==> src/rtl/exec_sequencer.sv <==
// -----------------------------------------------------------------------------
// exec_sequencer
//
// Instruction execution sequencer. It walks every instruction through FETCH,
// DECODE and then zero or more EXEC phases, and keeps doing so until the
// decoder raises halt. The number of execute phases for each instruction type
// comes from a packed lookup table parameter.
//
// Parameters
//   NUM_TYPES   number of instruction types (TYPE_W = clog2(NUM_TYPES))
//   MAX_PHASES  maximum execute phases per instruction (PH_W = clog2(MAX_PHASES+1))
//   PHASE_TABLE packed phase count per type, type t at [t*PH_W +: PH_W]
//   CNT_W       width of the retired-instruction counter
//
// Ports
//   clk          rising-edge clock
//   init_n       synchronous active-low reset
//   start        one-cycle request to begin execution
//   inst_type    decoded instruction type, sampled on the edge ending DECODE
//   halt         decoder halt flag, sampled with inst_type
//   stall        holds the current execute phase (only looked at in EXEC)
//   fetch_en     fetch-unit enable (FETCH)
//   decode_en    decoder enable (DECODE)
//   phase_en     one-hot execute-phase enable (EXEC)
//   inst_done    one-cycle pulse when an instruction retires
//   busy         high in FETCH, DECODE and EXEC
//   done         high in HALTED
//   bad_type     sticky illegal-type flag
//   retired      count of retired instructions (wraps silently)
//   dbg_state_o  current FSM state, for observation only
//
// Handshake: start is a single-cycle request with no ready. It is accepted on
// a rising edge only while the sequencer is IDLE or HALTED (busy=0); at any
// other time it is dropped without effect.
//
// Every output is a flop: each output register is loaded with the value that
// matches the state being entered, so outputs move only on rising clk.
// -----------------------------------------------------------------------------
module exec_sequencer #(
    parameter int NUM_TYPES  = 8,
    parameter int MAX_PHASES = 4,
    parameter logic [NUM_TYPES*$clog2(MAX_PHASES+1)-1:0] PHASE_TABLE =
        {3'd0, 3'd3, 3'd2, 3'd0, 3'd1, 3'd0, 3'd3, 3'd0},
    parameter int CNT_W      = 16
) (
    input  logic                                                   clk,
    input  logic                                                   init_n,
    input  logic                                                   start,
    input  logic [((NUM_TYPES > 1) ? $clog2(NUM_TYPES) : 1)-1:0]   inst_type,
    input  logic                                                   halt,
    input  logic                                                   stall,
    output logic                                                   fetch_en,
    output logic                                                   decode_en,
    output logic [MAX_PHASES-1:0]                                  phase_en,
    output logic                                                   inst_done,
    output logic                                                   busy,
    output logic                                                   done,
    output logic                                                   bad_type,
    output logic [CNT_W-1:0]                                       retired,
    output logic [2:0]                                             dbg_state_o
);

    localparam int TYPE_W = (NUM_TYPES > 1) ? $clog2(NUM_TYPES) : 1;
    localparam int PH_W   = $clog2(MAX_PHASES + 1);

    typedef enum logic [2:0] {
        IDLE   = 3'd0,
        FETCH  = 3'd1,
        DECODE = 3'd2,
        EXEC   = 3'd3,
        HALTED = 3'd4
    } state_t;

    state_t                state_q, state_d;
    logic [PH_W-1:0]       p_q, p_d;          // current execute phase index
    logic [PH_W-1:0]       n_q, n_d;          // phase count of the instruction in flight
    logic                  bad_q, bad_d;
    logic [CNT_W-1:0]      retired_q, retired_d;
    logic                  retire;

    logic                  fetch_q, fetch_d;
    logic                  decode_q, decode_d;
    logic [MAX_PHASES-1:0] phase_q, phase_d;
    logic                  inst_done_q, inst_done_d;
    logic                  busy_q, busy_d;
    logic                  done_q, done_d;

    logic [PH_W-1:0]       lut_n;
    logic                  lut_bad;

    // Table lookup. A type outside the table, or an entry larger than
    // MAX_PHASES, is treated as a zero-phase instruction and flagged.
    always_comb begin
        lut_n   = '0;
        lut_bad = 1'b1;
        for (int t = 0; t < NUM_TYPES; t++) begin
            if (inst_type == TYPE_W'(t)) begin
                lut_n   = PHASE_TABLE[t*PH_W +: PH_W];
                lut_bad = 1'b0;
            end
        end
        if (lut_n > PH_W'(MAX_PHASES)) begin
            lut_n   = '0;
            lut_bad = 1'b1;
        end
    end

    // Next-state logic
    always_comb begin
        state_d   = state_q;
        p_d       = p_q;
        n_d       = n_q;
        bad_d     = bad_q;
        retired_d = retired_q;
        retire    = 1'b0;

        case (state_q)
            IDLE, HALTED: begin
                if (start) begin
                    state_d   = FETCH;
                    retired_d = '0;
                    bad_d     = 1'b0;
                end
            end
            FETCH: begin
                state_d = DECODE;
            end
            DECODE: begin
                if (halt) begin
                    state_d = HALTED;
                end else begin
                    bad_d = bad_q | lut_bad;
                    n_d   = lut_n;
                    p_d   = '0;
                    if (lut_n == '0) begin
                        // Nothing to execute: retire straight back into FETCH.
                        state_d = FETCH;
                        retire  = 1'b1;
                    end else begin
                        state_d = EXEC;
                    end
                end
            end
            EXEC: begin
                if (!stall) begin
                    if (p_q == n_q - PH_W'(1)) begin
                        state_d = FETCH;
                        p_d     = '0;
                        retire  = 1'b1;
                    end else begin
                        p_d = p_q + PH_W'(1);
                    end
                end
            end
            default: begin
                state_d = IDLE;
                p_d     = '0;
            end
        endcase

        if (retire) begin
            retired_d = retired_q + CNT_W'(1);
        end
    end

    // Output values for the state being entered. inst_done rides on the
    // transition into FETCH, so it coincides with the next fetch_en.
    always_comb begin
        fetch_d     = (state_d == FETCH);
        decode_d    = (state_d == DECODE);
        phase_d     = '0;
        if (state_d == EXEC) begin
            phase_d = MAX_PHASES'(1) << p_d;
        end
        inst_done_d = retire;
        busy_d      = (state_d == FETCH) || (state_d == DECODE) || (state_d == EXEC);
        done_d      = (state_d == HALTED);
    end

    always_ff @(posedge clk) begin
        if (!init_n) begin
            state_q     <= IDLE;
            p_q         <= '0;
            n_q         <= '0;
            bad_q       <= 1'b0;
            retired_q   <= '0;
            fetch_q     <= 1'b0;
            decode_q    <= 1'b0;
            phase_q     <= '0;
            inst_done_q <= 1'b0;
            busy_q      <= 1'b0;
            done_q      <= 1'b0;
        end else begin
            state_q     <= state_d;
            p_q         <= p_d;
            n_q         <= n_d;
            bad_q       <= bad_d;
            retired_q   <= retired_d;
            fetch_q     <= fetch_d;
            decode_q    <= decode_d;
            phase_q     <= phase_d;
            inst_done_q <= inst_done_d;
            busy_q      <= busy_d;
            done_q      <= done_d;
        end
    end

    assign fetch_en    = fetch_q;
    assign decode_en   = decode_q;
    assign phase_en    = phase_q;
    assign inst_done   = inst_done_q;
    assign busy        = busy_q;
    assign done        = done_q;
    assign bad_type    = bad_q;
    assign retired     = retired_q;
    assign dbg_state_o = state_q;

endmodule

==> config.mk <==
export PLATFORM = sky130hd
export DESIGN_NAME = exec_sequencer
export DESIGN_NICKNAME = d
export VERILOG_FILES = /design/src/rtl/exec_sequencer.sv
export SDC_FILE = /design/constraint.sdc
export NUM_CORES = 1
export LEC_CHECK = 0
export CAP_MARGIN = 20
export CORE_UTILIZATION = 29
export CTS_CLUSTER_DIAMETER = 60
export CTS_CLUSTER_SIZE = 16
export DETAILED_ROUTE_END_ITERATION = 10
export PLACE_DENSITY = 0.59
export REMOVE_ABC_BUFFERS = 1
export SLEW_MARGIN = 20
export SYNTH_ARGS = -nofsm -noshare
export SYNTH_HDL_FRONTEND = slang
export SYNTH_SLANG_ARGS = --single-unit
==> constraint.sdc <==
create_clock -name clk -period 3 [get_ports clk]
set_input_delay 0.6 -clock clk [delete_from_list [all_inputs] [get_ports clk]]
set_output_delay 0.6 -clock clk [all_outputs]
set_load 0.02 [all_outputs]
==> results <==
- The run finished with clean final reports.
- The number of clock sinks seen by CTS is 34.
- The number of buffers added for setup after CTS is 0.
- Of all nets on the critical path, the largest fanout is 11.
- In this run the critical register-to-register path is captured at retired[1].
- The number of enable flip-flop cells after synthesis is 0.
- The horizontal extent of the die is 78.1 µm.
- The final number of hold-violating endpoints was 0.
- In the global route stage, met3 resource usage came out at 0.0314.
- The worst max-slew margin expressed relative to the limit is 0.538.
- The fraction of layout instances using a drive strength above 1 is 0.0522.
- The initial antenna violation count is 0.
- In this run the static leakage power is roughly 0.74 nW.
- For met1 alone, demand over resource in global routing was 0.193.
- The total number of vias is about 1600.
- The worst setup path startpoint is halt.
- The worst IR drop on VDD is 137 µV.
- The overall routing resource usage is 0.134.
- The HPWL reported at the end of detailed placement is 2840 µm.
- The final setup skew is 2.22 ps.
- The number of warning messages in the yosys log is 0.
- The first global-routing pass estimated 6410 µm of wire.
- The buffer cell driving the clock tree root is clkbuf_8.
- Synthesis handed over a netlist of roughly 190 instances.
- The critical path ends at retired[10].
- Once the clock tree was built, the resizer swapped 0 gates to a different size.
- The period utilization is 0.825.
- From synthesis to final layout, the design area changed by 30.1%.
- The final count of pins violating max slew is 0.
- The most heavily used metal layer in global routing is met1.
- The count of nets left with antenna violations once routing finished came out at 0.
- The final non-filler cell area is 2180 µm².
- The number of global-route vias before repair is 1314.
- The average instance in the mapped netlist occupies 8.69 µm².
- The share of async-settable or async-resettable flops after synthesis is 0.
- After clock tree synthesis, the clock-pin slew on the worst setup and hold paths is ~70 ps.
- In the synthesized netlist the dominant register cell turns out to be dfxtp_1.
- The max-cap violation count is 0.
- At the worst endpoint, the required time is 3210 ps.
- The final layout contains 241 nets.
- Yosys mapped the design onto 47 distinct sky130hd cell types.
- Setup repair after global routing left no endpoint under its margin.
- The repair_antennas step left the layout with diodes totalling 0.
- The length in cells of the worst reg-to-reg path is 8.
- Based on the critical path, the design can be clocked at up to 404 MHz.
- Before antenna repair, the detailed router went through 4 iterations.
- Entering global routing, the biggest net connects 16 pins.
- The total power density per cell area is around 400 nW/µm².
- Sorting the synthesized cells by area gives the leading types as dfxtp_1 (41%), nand3_1 (3.9%), nand2_1 (3.8%), mux2i_1 (3.0%), o21ai_0 (3.0%).
- The worst setup path is of the input port to register kind.
- The TritonCTS clock tree is done.
- The worst setup path is launched from an input port.
- The placed instance area is ~2100 µm².
- The initial utilization of the core area, before any placement, comes to 0.303.
- The post-layout minimum cycle time is 2480 ps.
- Counting the buffers created by CTS gives 5.
- The longest clock path from root to sink contains 2 buffers.
- In this run the cell area of the synthesized design comes to 1680 µm².
- The largest area contributor in the synthesized netlist is dfxtp_1.
- The overflow left after global routing is 0.
- The detailed router finished its first iteration with 63 violations.
- The setup TNS is 0 ps.
- The floorplan row count is 27.
- dfxtp_1 is the most common cell in the netlist.
- The region available for standard cell placement spans 5540 µm².
- The number of DRC violations after detailed routing is 0.
- For the pin with the worst max-slew slack, the measured transition is 691 ps.
- The start of the worst register-to-register path is n_q[0].
- The average via count per standard cell is 5.14.
- After detailed routing, the average wire length per cell comes to approximately 13 µm.
- The number of primary I/O pins is 37.
- The total of buffers placed on input and output ports is 36.
- Counting flops and latches in the post-synthesis netlist gives 34.
- For met2 alone, demand over resource in global routing was 0.189.
- Clock latency on the worst-skew pair, taken at its later pin, is 280 ps.
- The count of final setup violators is 0.
- The min-delay analysis places its worst path in the category register to register.
- The final layout contains routed wiring with a total length of 4000 µm.
- The fraction of the yosys area taken by sequential cells is 0.406.
- The CTS H-tree depth is 2.
- The share of synthesized area in the top cell type comes to 0.406.
- The worst setup path is captured at a register.
- In this run the register-to-register setup slack is 570 ps.
- The cts-stage hold buffer count is 0.
- For the worst setup path, the data arrival time is 2690 ps.
- The congestion estimate from routability-driven global placement came to between 0.7 and 0.8.
- The area of the die is 6090 µm².
- Counting instances in the post-synthesis netlist gives the leading cell types as dfxtp_1 (34), nand2_1 (17), nand3_1 (13), nor2_1 (10), o21ai_0 (10).
- The die height is roughly 78 µm.
-- layout by cell type (no fill, tap or decap), types with 2 or more instances in the layout --
| master | netlist | layout |
|---|---|---|
| nor4_1 | 2 | 2 |
| a21oi_1 | 5 | 5 |
| nor2_1 | 10 | 10 |
| nand2_1 | 17 | 17 |
| o31ai_1 | 2 | 2 |
| clkbuf_1 | 4 | 2 |
| nor3_1 | 6 | 6 |
| nor4b_1 | 3 | 3 |
| o21ai_0 | 10 | 10 |
| nor3b_1 | 3 | 3 |
| xnor2_1 | 5 | 5 |
| dfxtp_1 | 34 | 34 |
| and3b_1 | 2 | 2 |
| a311oi_1 | 2 | 2 |
| nor2b_1 | 6 | 6 |
| nand2b_1 | 7 | 7 |
| clkbuf_8 | 0 | 5 |
| o41ai_1 | 4 | 4 |
| inv_1 | 8 | 8 |
| nand4_1 | 3 | 3 |
| ha_1 | 3 | 3 |
| mux2i_1 | 5 | 5 |
| buf_4 | 1 | 2 |
| o211ai_1 | 3 | 3 |
| nand3_1 | 13 | 13 |
| clkdlybuf4s50_1 | 0 | 36 |
| and3_1 | 5 | 5 |
| a31oi_1 | 5 | 5 |
| and2_1 | 2 | 2 |
| nand3b_1 | 3 | 3 |
-- power by group --
| part | leakage, nW | switching, mW | internal, mW |
|---|---|---|---|
| logic | 0.422 | 0.0523 | 0.0396 |
| clock network | 0.0383 | 0.158 | 0.160 |
| registers | 0.275 | 0.0109 | 0.459 |
| total | 0.735 | 0.221 | 0.658 |
-- critical path: stages --
cell             delay (ps)
clkdlybuf4s50_1         530
nor4b_4                 350
nor3b_2                 280
nor2_1                  210
or4_1                   550
a21boi_1                160
-- sequential cells by signal (all words and copies together) (netlist names) --
| register | count |
|---|---|
| done | 1 |
| p_q | 3 |
| busy | 1 |
| decode_en | 1 |
| bad_type | 1 |
| retired | 16 |
| phase_en | 4 |
| n_q | 2 |
| inst_done | 1 |
| dbg_state_o | 3 |
| fetch_en | 1 |
-- routing by layer --
layer,wire length [µm],vias to the layer above
met5,0,-
met4,36,0
met3,154,2
met2,1710,33
met1,2090,740
li1,-,778
-- per-stage QoR --
step	util	setup WS, ps	total power [mW]	hold slack, ps	std cells
detailed placement	0.380	260	0.571	475	295
finish	0.394	524	0.879	485	302
floorplan	-	869	0.528	512	185
CTS	0.394	556	0.886	490	302
global route	0.394	386	0.911	510	302
global placement	0.380	336	0.571	475	295
-- cell type report --
cell class | instances | area (µm²)
Fill cell | 586 | 3360
Multi-Input combinational cell | 143 | 931
Sequential cell | 34 | 681
Timing Repair Buffer | 38 | 375
Tap cell | 72 | 90.1
Clock buffer | 7 | 76.3
Inverter | 8 | 30.0
-- cell families (layout without fill, tap and decap cells) --
family | count (synthesis) | count (layout) | share of synthesized area
AND/OR/NAND/NOR | 90 | 90 | 0.316
AO/OA/AOI/OAI | 39 | 39 | 0.155
flip-flops | 34 | 34 | 0.406
buffers and inverters | 16 | 53 | 0.0395
XOR/XNOR | 6 | 6 | 0.0313
multiplexers | 5 | 5 | 0.0298
adder cells (fa/ha/maj) | 3 | 3 | 0.0224
-- how the worst min path moves through the flow --
stage,start,end,slack [ps],depth (start not counted)
3_3_place_gp,retired[14],retired[14],470,2
3_5_place_dp,bad_type,bad_type,470,1
5_1_grt,bad_type,bad_type,510,1
4_1_cts,bad_type,bad_type,490,1
2_1_floorplan,n_q[1],n_q[1],510,2
6_report,retired[15],retired[15],490,2
Note: power is estimated with default switching activity, not from simulation.
